===== config.mk =====
export PLATFORM = sky130hd
export DESIGN_NAME = video_timing_decoder
export DESIGN_NICKNAME = d
export VERILOG_FILES = /design/src/rtl/video_timing_decoder.sv
export SDC_FILE = /design/constraint.sdc
export NUM_CORES = 1
export LEC_CHECK = 0
export CAP_MARGIN = 15
export CELL_PAD_IN_SITES_DETAIL_PLACEMENT = 0
export CELL_PAD_IN_SITES_GLOBAL_PLACEMENT = 1
export CORE_UTILIZATION = 43
export DETAILED_ROUTE_END_ITERATION = 8
export HOLD_SLACK_MARGIN = 0.05
export PLACE_DENSITY = 0.77
export SETUP_SLACK_MARGIN = 0.02
export SLEW_MARGIN = 20
export SYNTH_ARGS = -nofsm -noshare
export SYNTH_HDL_FRONTEND = slang
export SYNTH_SLANG_ARGS = --single-unit

===== constraint.sdc =====
create_clock -name clk -period 4.45 [get_ports clk]
set_input_delay 1.1125 -clock clk [delete_from_list [all_inputs] [get_ports clk]]
set_output_delay 1.1125 -clock clk [all_outputs]
set_load 0.01 [all_outputs]

===== src/rtl/video_timing_decoder.sv =====
// Video timing decoder: recovers pixel coordinates from vs/hs/de, measures line
// and frame geometry, and reports lock once that geometry repeats frame after frame.
package pocket;
  typedef struct packed {
    logic [7:0] r;
    logic [7:0] g;
    logic [7:0] b;
  } rgb_t;
endpackage

module video_timing_decoder #(
  parameter int MAX_WIDTH   = 1024,
  parameter int MAX_HEIGHT  = 1024,
  parameter int LOCK_FRAMES = 2,
  parameter int col_width   = $clog2(MAX_WIDTH+1),
  parameter int row_width   = $clog2(MAX_HEIGHT+1)
) (
  input  logic                 clk,
  input  logic                 reset_n,
  input  logic                 en,
  input  logic                 vs,
  input  logic                 hs,
  input  logic                 de,
  input  logic                 skip,
  input  pocket::rgb_t         rgb,
  output logic                 pixel_valid,
  output logic [col_width-1:0] pixel_x,
  output logic [row_width-1:0] pixel_y,
  output pocket::rgb_t         pixel_rgb,
  output logic                 frame_start,
  output logic                 line_start,
  output logic [col_width-1:0] total_width,
  output logic [row_width-1:0] total_height,
  output logic [col_width-1:0] visible_width,
  output logic [row_width-1:0] visible_height,
  output logic                 locked,
  output logic                 error
);
  localparam logic [1:0] SEARCH  = 2'd0;
  localparam logic [1:0] MEASURE = 2'd1;
  localparam logic [1:0] VERIFY  = 2'd2;
  localparam logic [1:0] LOCKED  = 2'd3;
  localparam int MW = $clog2(LOCK_FRAMES+1);
  localparam logic [col_width-1:0] COL_MAX = col_width'(MAX_WIDTH);
  localparam logic [row_width-1:0] ROW_MAX = row_width'(MAX_HEIGHT);
  localparam logic [col_width-1:0] COL_ONE = col_width'(1);
  localparam logic [row_width-1:0] ROW_ONE = row_width'(1);

  logic [1:0]           state, state_n;
  logic [MW-1:0]        match_cnt, match_cnt_n;
  logic                 synced;
  logic [col_width-1:0] col, period_q, x, x_base, line_max, lmax_in;
  logic [col_width-1:0] meas_tw, meas_vw;
  logic [row_width-1:0] row, y, y_base, meas_th, meas_vh;
  logic                 line_mm, has_pix, col_sat, row_sat;
  logic                 live, vs_e, hs_e, acc, line_end;
  logic                 col_ev, row_ev, sat_ev, pchk, meas_ok, publish, mm_err;

  // Nothing is tracked until the first vs; that vs itself is processed.
  assign live     = en && (synced || vs);
  assign vs_e     = live && vs;
  assign hs_e     = live && hs;
  assign acc      = live && de && !skip;
  assign line_end = hs_e || vs_e;

  assign col_ev = live && !hs && (col == COL_MAX) && !col_sat;
  assign row_ev = hs_e && !vs && (row == ROW_MAX) && !row_sat;
  assign sat_ev = col_ev || row_ev;

  // col == 0 only before the first full line after sync: no period to latch yet.
  assign pchk    = hs_e && (col != '0) && (period_q != '0) && (col != period_q);
  assign meas_tw = (hs_e && (col != '0)) ? col : period_q;
  assign meas_th = row;
  assign lmax_in = (x > line_max) ? x : line_max;
  assign meas_vw = lmax_in;
  assign meas_vh = (has_pix && (y != ROW_MAX)) ? y + ROW_ONE : y;
  assign meas_ok = (meas_tw == total_width) && (meas_th == total_height) &&
                   (meas_vw == visible_width) && (meas_vh == visible_height) &&
                   !(line_mm || pchk);

  assign x_base = line_end ? '0 : x;
  assign y_base = vs_e ? '0 :
                  (hs_e && has_pix && (y != ROW_MAX)) ? y + ROW_ONE : y;

  assign locked = (state == LOCKED);

  always_comb begin
    state_n     = state;
    match_cnt_n = match_cnt;
    publish     = 1'b0;
    mm_err      = 1'b0;
    if (vs_e) begin
      case (state)
        SEARCH:  state_n = MEASURE;
        MEASURE: begin
          publish     = 1'b1;
          match_cnt_n = '0;
          state_n     = VERIFY;
        end
        VERIFY: begin
          if (meas_ok) begin
            match_cnt_n = match_cnt + MW'(1);
            if (int'(match_cnt) + 1 >= LOCK_FRAMES) state_n = LOCKED;
          end else begin
            mm_err      = 1'b1;
            publish     = 1'b1;
            match_cnt_n = '0;
          end
        end
        LOCKED: begin
          if (!meas_ok) begin
            mm_err      = 1'b1;
            publish     = 1'b1;
            match_cnt_n = '0;
            state_n     = VERIFY;
          end
        end
        default: state_n = SEARCH;
      endcase
    end
    // A saturated counter means the timing is unusable; start over.
    if (sat_ev) begin
      state_n     = SEARCH;
      match_cnt_n = '0;
    end
  end

  always_ff @(posedge clk or negedge reset_n) begin
    if (!reset_n) begin
      state          <= SEARCH;
      match_cnt      <= '0;
      synced         <= 1'b0;
      col            <= '0;
      row            <= '0;
      period_q       <= '0;
      line_mm        <= 1'b0;
      col_sat        <= 1'b0;
      row_sat        <= 1'b0;
      x              <= '0;
      y              <= '0;
      has_pix        <= 1'b0;
      line_max       <= '0;
      pixel_valid    <= 1'b0;
      pixel_x        <= '0;
      pixel_y        <= '0;
      pixel_rgb      <= '0;
      frame_start    <= 1'b0;
      line_start     <= 1'b0;
      total_width    <= '0;
      total_height   <= '0;
      visible_width  <= '0;
      visible_height <= '0;
      error          <= 1'b0;
    end else begin
      state       <= state_n;
      match_cnt   <= match_cnt_n;
      error       <= sat_ev || mm_err;
      frame_start <= vs_e;
      line_start  <= hs_e;
      pixel_valid <= acc;
      if (acc) begin
        pixel_x   <= x_base;
        pixel_y   <= y_base;
        pixel_rgb <= rgb;
      end
      if (publish) begin
        total_width    <= meas_tw;
        total_height   <= meas_th;
        visible_width  <= meas_vw;
        visible_height <= meas_vh;
      end
      if (vs_e) synced <= 1'b1;
      if (live) begin
        col <= hs ? COL_ONE : (col == COL_MAX) ? col : col + COL_ONE;
        // vs is handled first, so a coincident hs opens row 1.
        if (vs)                         row <= hs ? ROW_ONE : '0;
        else if (hs && (row != ROW_MAX)) row <= row + ROW_ONE;
        if (hs && (col != '0)) period_q <= col;
        line_mm  <= !vs && (line_mm || pchk);
        col_sat  <= !hs && (col_sat || col_ev);
        row_sat  <= !vs && (row_sat || row_ev);
        x        <= (acc && (x_base != COL_MAX)) ? x_base + COL_ONE : x_base;
        y        <= y_base;
        has_pix  <= acc || (has_pix && !line_end);
        line_max <= vs ? '0 : hs ? lmax_in : line_max;
      end
    end
  end
endmodule


==> metrics list <==
- The run finished with clean final reports.
- Counting flops and latches in the post-synthesis netlist gives 169.
- Counting every sink on the clock net gives 169.
* Diode insertion count for antenna repair: 0
- Post-detailed-route wirelength per cell: 17.5 um
- Post-synth EDFFs: 0
- Input and output buffers added on the ports amount to 125.
- Synth Net Count: 1001
* Placed Instance Area: 0.0106 mm2
- CTS tree: done
- Setup violations remaining at the end of the flow were counted as 0.
- IR analysis of the VDD net gives a maximum drop of 0.200 mV.
- In this run the number of H-tree levels came out at 4.
- Type of the worst min-delay path: reg -> reg
- Entering global routing, the biggest net connects 78 pins.
- Summing every instance area after synthesis gives 0.00900 mm2.
- TritonCTS Buffers: 17
- Number of gates resized after CTS: 0
* Top library cells by usage in the layout, fill and taps aside: sky130_fd_sc_hd__dfrtp_1, sky130_fd_sc_hd__nand2_1, sky130_fd_sc_hd__clkdlybuf4s50_1
- After detailed routing, the number of vias per cell comes to 5.39.
- Chip Height: 147 um
- Slew of the pin with the lowest slew margin: 0.876 ns
* Required time at the worst-slack endpoint: 4.80 ns
- STA classifies the critical path endpoint as a register.
- After floorplanning, the core was divided into 52 placement rows.
- Post-synthesis cell type count: 72
- Final standard cell utilization of the core: 55.0%
* Residual antenna-violating net count after detailed routing: 0
* Final worst-path cycle share: 92.0%
- Via count of the first global-routing pass: 7224
- Pre-CTS setup slack: 0.0256 ns
- Standby leakage power: 5.10 nW
- Timing would allow up to 0.244 GHz.
- Clock Tree Buf Depth: 2
* Total of hold buffers inserted after clock tree synthesis: 0
* Congestion Overflow GR: 0
- After clock tree synthesis, the clock-pin slew on the worst setup and hold paths is 0.07 ns.
- Of the cells placed in the final design, the portion with a size suffix greater than 1 is 9.77%.
- Starting density of the core: 44.2%
- Crit path launch type: input port
- The worst setup path is of the in -> reg kind.
- Post-Syn Instances: 947
* Final clock skew: 0.0179 ns
* Headroom to the max-slew limit: 41.3%
- PnR worst setup slack: 0.355 ns
- In the final layout, the multi-input gates occupy 0.00432 mm2.
* P&R area growth vs syn: 24.5%
- Leading cell type in the layout, fill and taps excluded: sky130_fd_sc_hd__dfrtp_1
- Die Area: 0.0215 mm2
* Dominant synthesized flop cell: sky130_fd_sc_hd__dfrtp_1
- Reg2Reg Setup Slack: 0.58 ns
- The die is 147 um wide.
- RSZ-0062 raised after global routing: no
* Iter 0 DRT Violations: 556
* Sequential Area: 0.00423 mm2
- Number of max-slew violations in the final report: 0
- Buffers inserted during post-CTS setup optimization: 0
- Proportion of synthesized chip area in sequential cells: 47.0%
- Max-cap violations in this run came to 0.
- The final layout contains 1126 nets.
* Clock Tree Root: sky130_fd_sc_hd__clkbuf_16
- After synthesis, the share of flip-flops with an asynchronous set or reset is 100%.
- The congestion estimate from routability-driven global placement came to 0.899.
- Layout fillers: 1846
- Setup total negative slack on the finished layout was measured at 0 ns.
* Routed vias: 7306
* Global-route wire length before repair: 39200 um
- Detailed placement ended at an HPWL of 17000 um.
- Global routing used 23.3% of the available tracks across all layers.
- Overall power consumption after layout is estimated at 4.45 mW.
- Initial antenna violation count: 0
- Top fanout value on the critical path: 7
- For this design the ratio of total power to cell area is 397 mW/mm2.
- Final instance area: 0.0112 mm2
* Router iterations before antenna repair: 5
* Critical Path AT: 4.44 ns
* Mean area per synthesized cell: 9.50 um2
* Total Routed Length: 23700 um
- In the routed design, unresolved DRC markers number 0.
- 126 I/O pins were placed.
- The core region is 0.0204 mm2.
- The number of hold-slack violations in the final timing report came to 0.
- Minimum period implied by the final worst setup slack: 4.10 ns
- For the worst-skew pair, the clock arrives at the later sink with an insertion delay of 0.43 ns.
* Number of warnings reported in the yosys synthesis log: 0
-- worst max-delay path, stage by stage --
cell	delay, ns
sky130_fd_sc_hd__clkdlybuf4s50_1	0.63
sky130_fd_sc_hd__o211ai_4	0.16
sky130_fd_sc_hd__buf_4	0.19
sky130_fd_sc_hd__o21ai_0	0.10
sky130_fd_sc_hd__nand4_1	0.15
sky130_fd_sc_hd__nor4_1	0.38
sky130_fd_sc_hd__nand4_1	0.13
sky130_fd_sc_hd__nor4_1	0.46
sky130_fd_sc_hd__and4_1	0.33
sky130_fd_sc_hd__buf_4	0.14
sky130_fd_sc_hd__a31oi_1	0.07
sky130_fd_sc_hd__nor3_1	0.33
sky130_fd_sc_hd__mux2i_1	0.24
-- worst paths after layout --
| path | startpoint | endpoint | cells past startpoint |
|---|---|---|---|
| worst min register to register | match_cnt[0]$_DFFE_PN0P_ | match_cnt[0]$_DFFE_PN0P_ | 1 |
| worst max-delay path | hs | state[1]$_DFFE_PN0P_ | 13 |
| worst max register to register | x[7]$_DFFE_PN0N_ | total_height[0]$_DFFE_PN0P_ | 10 |
| worst min-delay path | match_cnt[0]$_DFFE_PN0P_ | match_cnt[0]$_DFFE_PN0P_ | 1 |
| min in group asynchronous | reset_n | visible_width[7]$_DFFE_PN0P_ | 1 |
| max in group asynchronous | reset_n | line_mm$_DFFE_PN0N_ | 2 |
-- area by class of cell --
class | instances | share of cell area [%]
Multi-Input combinational cell | 676 | 38.6
Inverter | 52 | 1.76
Clock inverter | 15 | 1.52
Clock buffer | 17 | 3.80
Timing Repair Buffer | 156 | 13.6
Sequential cell | 169 | 37.7
Tap cell | 270 | 3.02
-- report_power, final --
part	leakage, nW	switching [mW]	internal, mW
Sequential	2.24	0.222	1.70
Combinational	2.58	0.517	0.542
Clock	0.290	0.713	0.760
-- stage by stage --
step	hold slack, ns	std cells
6_report	0.477	1355
5_1_grt	0.501	1355
4_1_cts	0.479	1355
3_5_place_dp	0.461	1323
3_3_place_gp	0.457	1323
2_1_floorplan	0.451	947
-- metal layers --
| layer | vias to the layer above | wire (um) | track usage [%] | share of wire, % |
|---|---|---|---|---|
| li1 | 3513 | - | - | - |
| met1 | 3569 | 11300 | 33.5 | 48 |
| met2 | 202 | 10700 | 35.1 | 45 |
| met3 | 22 | 1340 | 5.44 | 5.7 |
| met4 | 0 | 317 | 6.15 | 1.3 |
| met5 | - | 0 | 0 | 0 |
-- logic make-up after synthesis --
group | after synthesis | share of synthesized area [%]
AOI/OAI and AO/OA | 168 | 12.9
adders and majority gates | 23 | 3.20
buffers and inverters | 102 | 4.98
DFF | 169 | 47.0
xor gates and xnor gates | 90 | 8.76
and+or+nand+nor | 366 | 19.2
muxes | 29 | 3.99
-- cell usage after synthesis (6+ instances only) --
cell	n	share of area, %
sky130_fd_sc_hd__dfrtp_1	169	47
sky130_fd_sc_hd__nand2_1	153	6.4
sky130_fd_sc_hd__nor2_1	84	3.5
sky130_fd_sc_hd__a21oi_1	51	2.8
sky130_fd_sc_hd__inv_1	51	2.1
sky130_fd_sc_hd__xor2_1	48	4.7
sky130_fd_sc_hd__xnor2_1	42	4.1
sky130_fd_sc_hd__o21ai_0	30	1.7
sky130_fd_sc_hd__nand4_1	24	1.7
sky130_fd_sc_hd__ha_1	23	3.2
sky130_fd_sc_hd__clkbuf_1	22	0.92
sky130_fd_sc_hd__nand3_1	19	1.1
sky130_fd_sc_hd__a22o_1	18	1.8
sky130_fd_sc_hd__nor3_1	17	0.95
sky130_fd_sc_hd__nor4_1	14	0.97
sky130_fd_sc_hd__buf_2	13	0.72
sky130_fd_sc_hd__mux2_4	12	2.0
sky130_fd_sc_hd__or3_1	12	0.83
sky130_fd_sc_hd__a21oi_2	10	0.97
sky130_fd_sc_hd__mux2i_1	10	1.1
sky130_fd_sc_hd__and3_1	8	0.56
sky130_fd_sc_hd__buf_1	8	0.33
sky130_fd_sc_hd__mux2_2	7	0.88
sky130_fd_sc_hd__nor2b_1	7	0.49
sky130_fd_sc_hd__a31oi_1	6	0.42
sky130_fd_sc_hd__buf_6	6	0.75
sky130_fd_sc_hd__o22ai_1	6	0.42
-- flip-flops by register name (all words and copies together), names as in the netlist, 2 cells and up --
register / count
col: 11
line_max: 11
match_cnt: 2
meas_th: 11
period_q: 11
pixel_rgb: 24
pixel_x: 11
pixel_y: 11
state: 2
total_height: 11
total_width: 11
visible_height: 11
visible_width: 11
x: 11
y: 11
No activity file was read; power rests on OpenSTA's default activity.
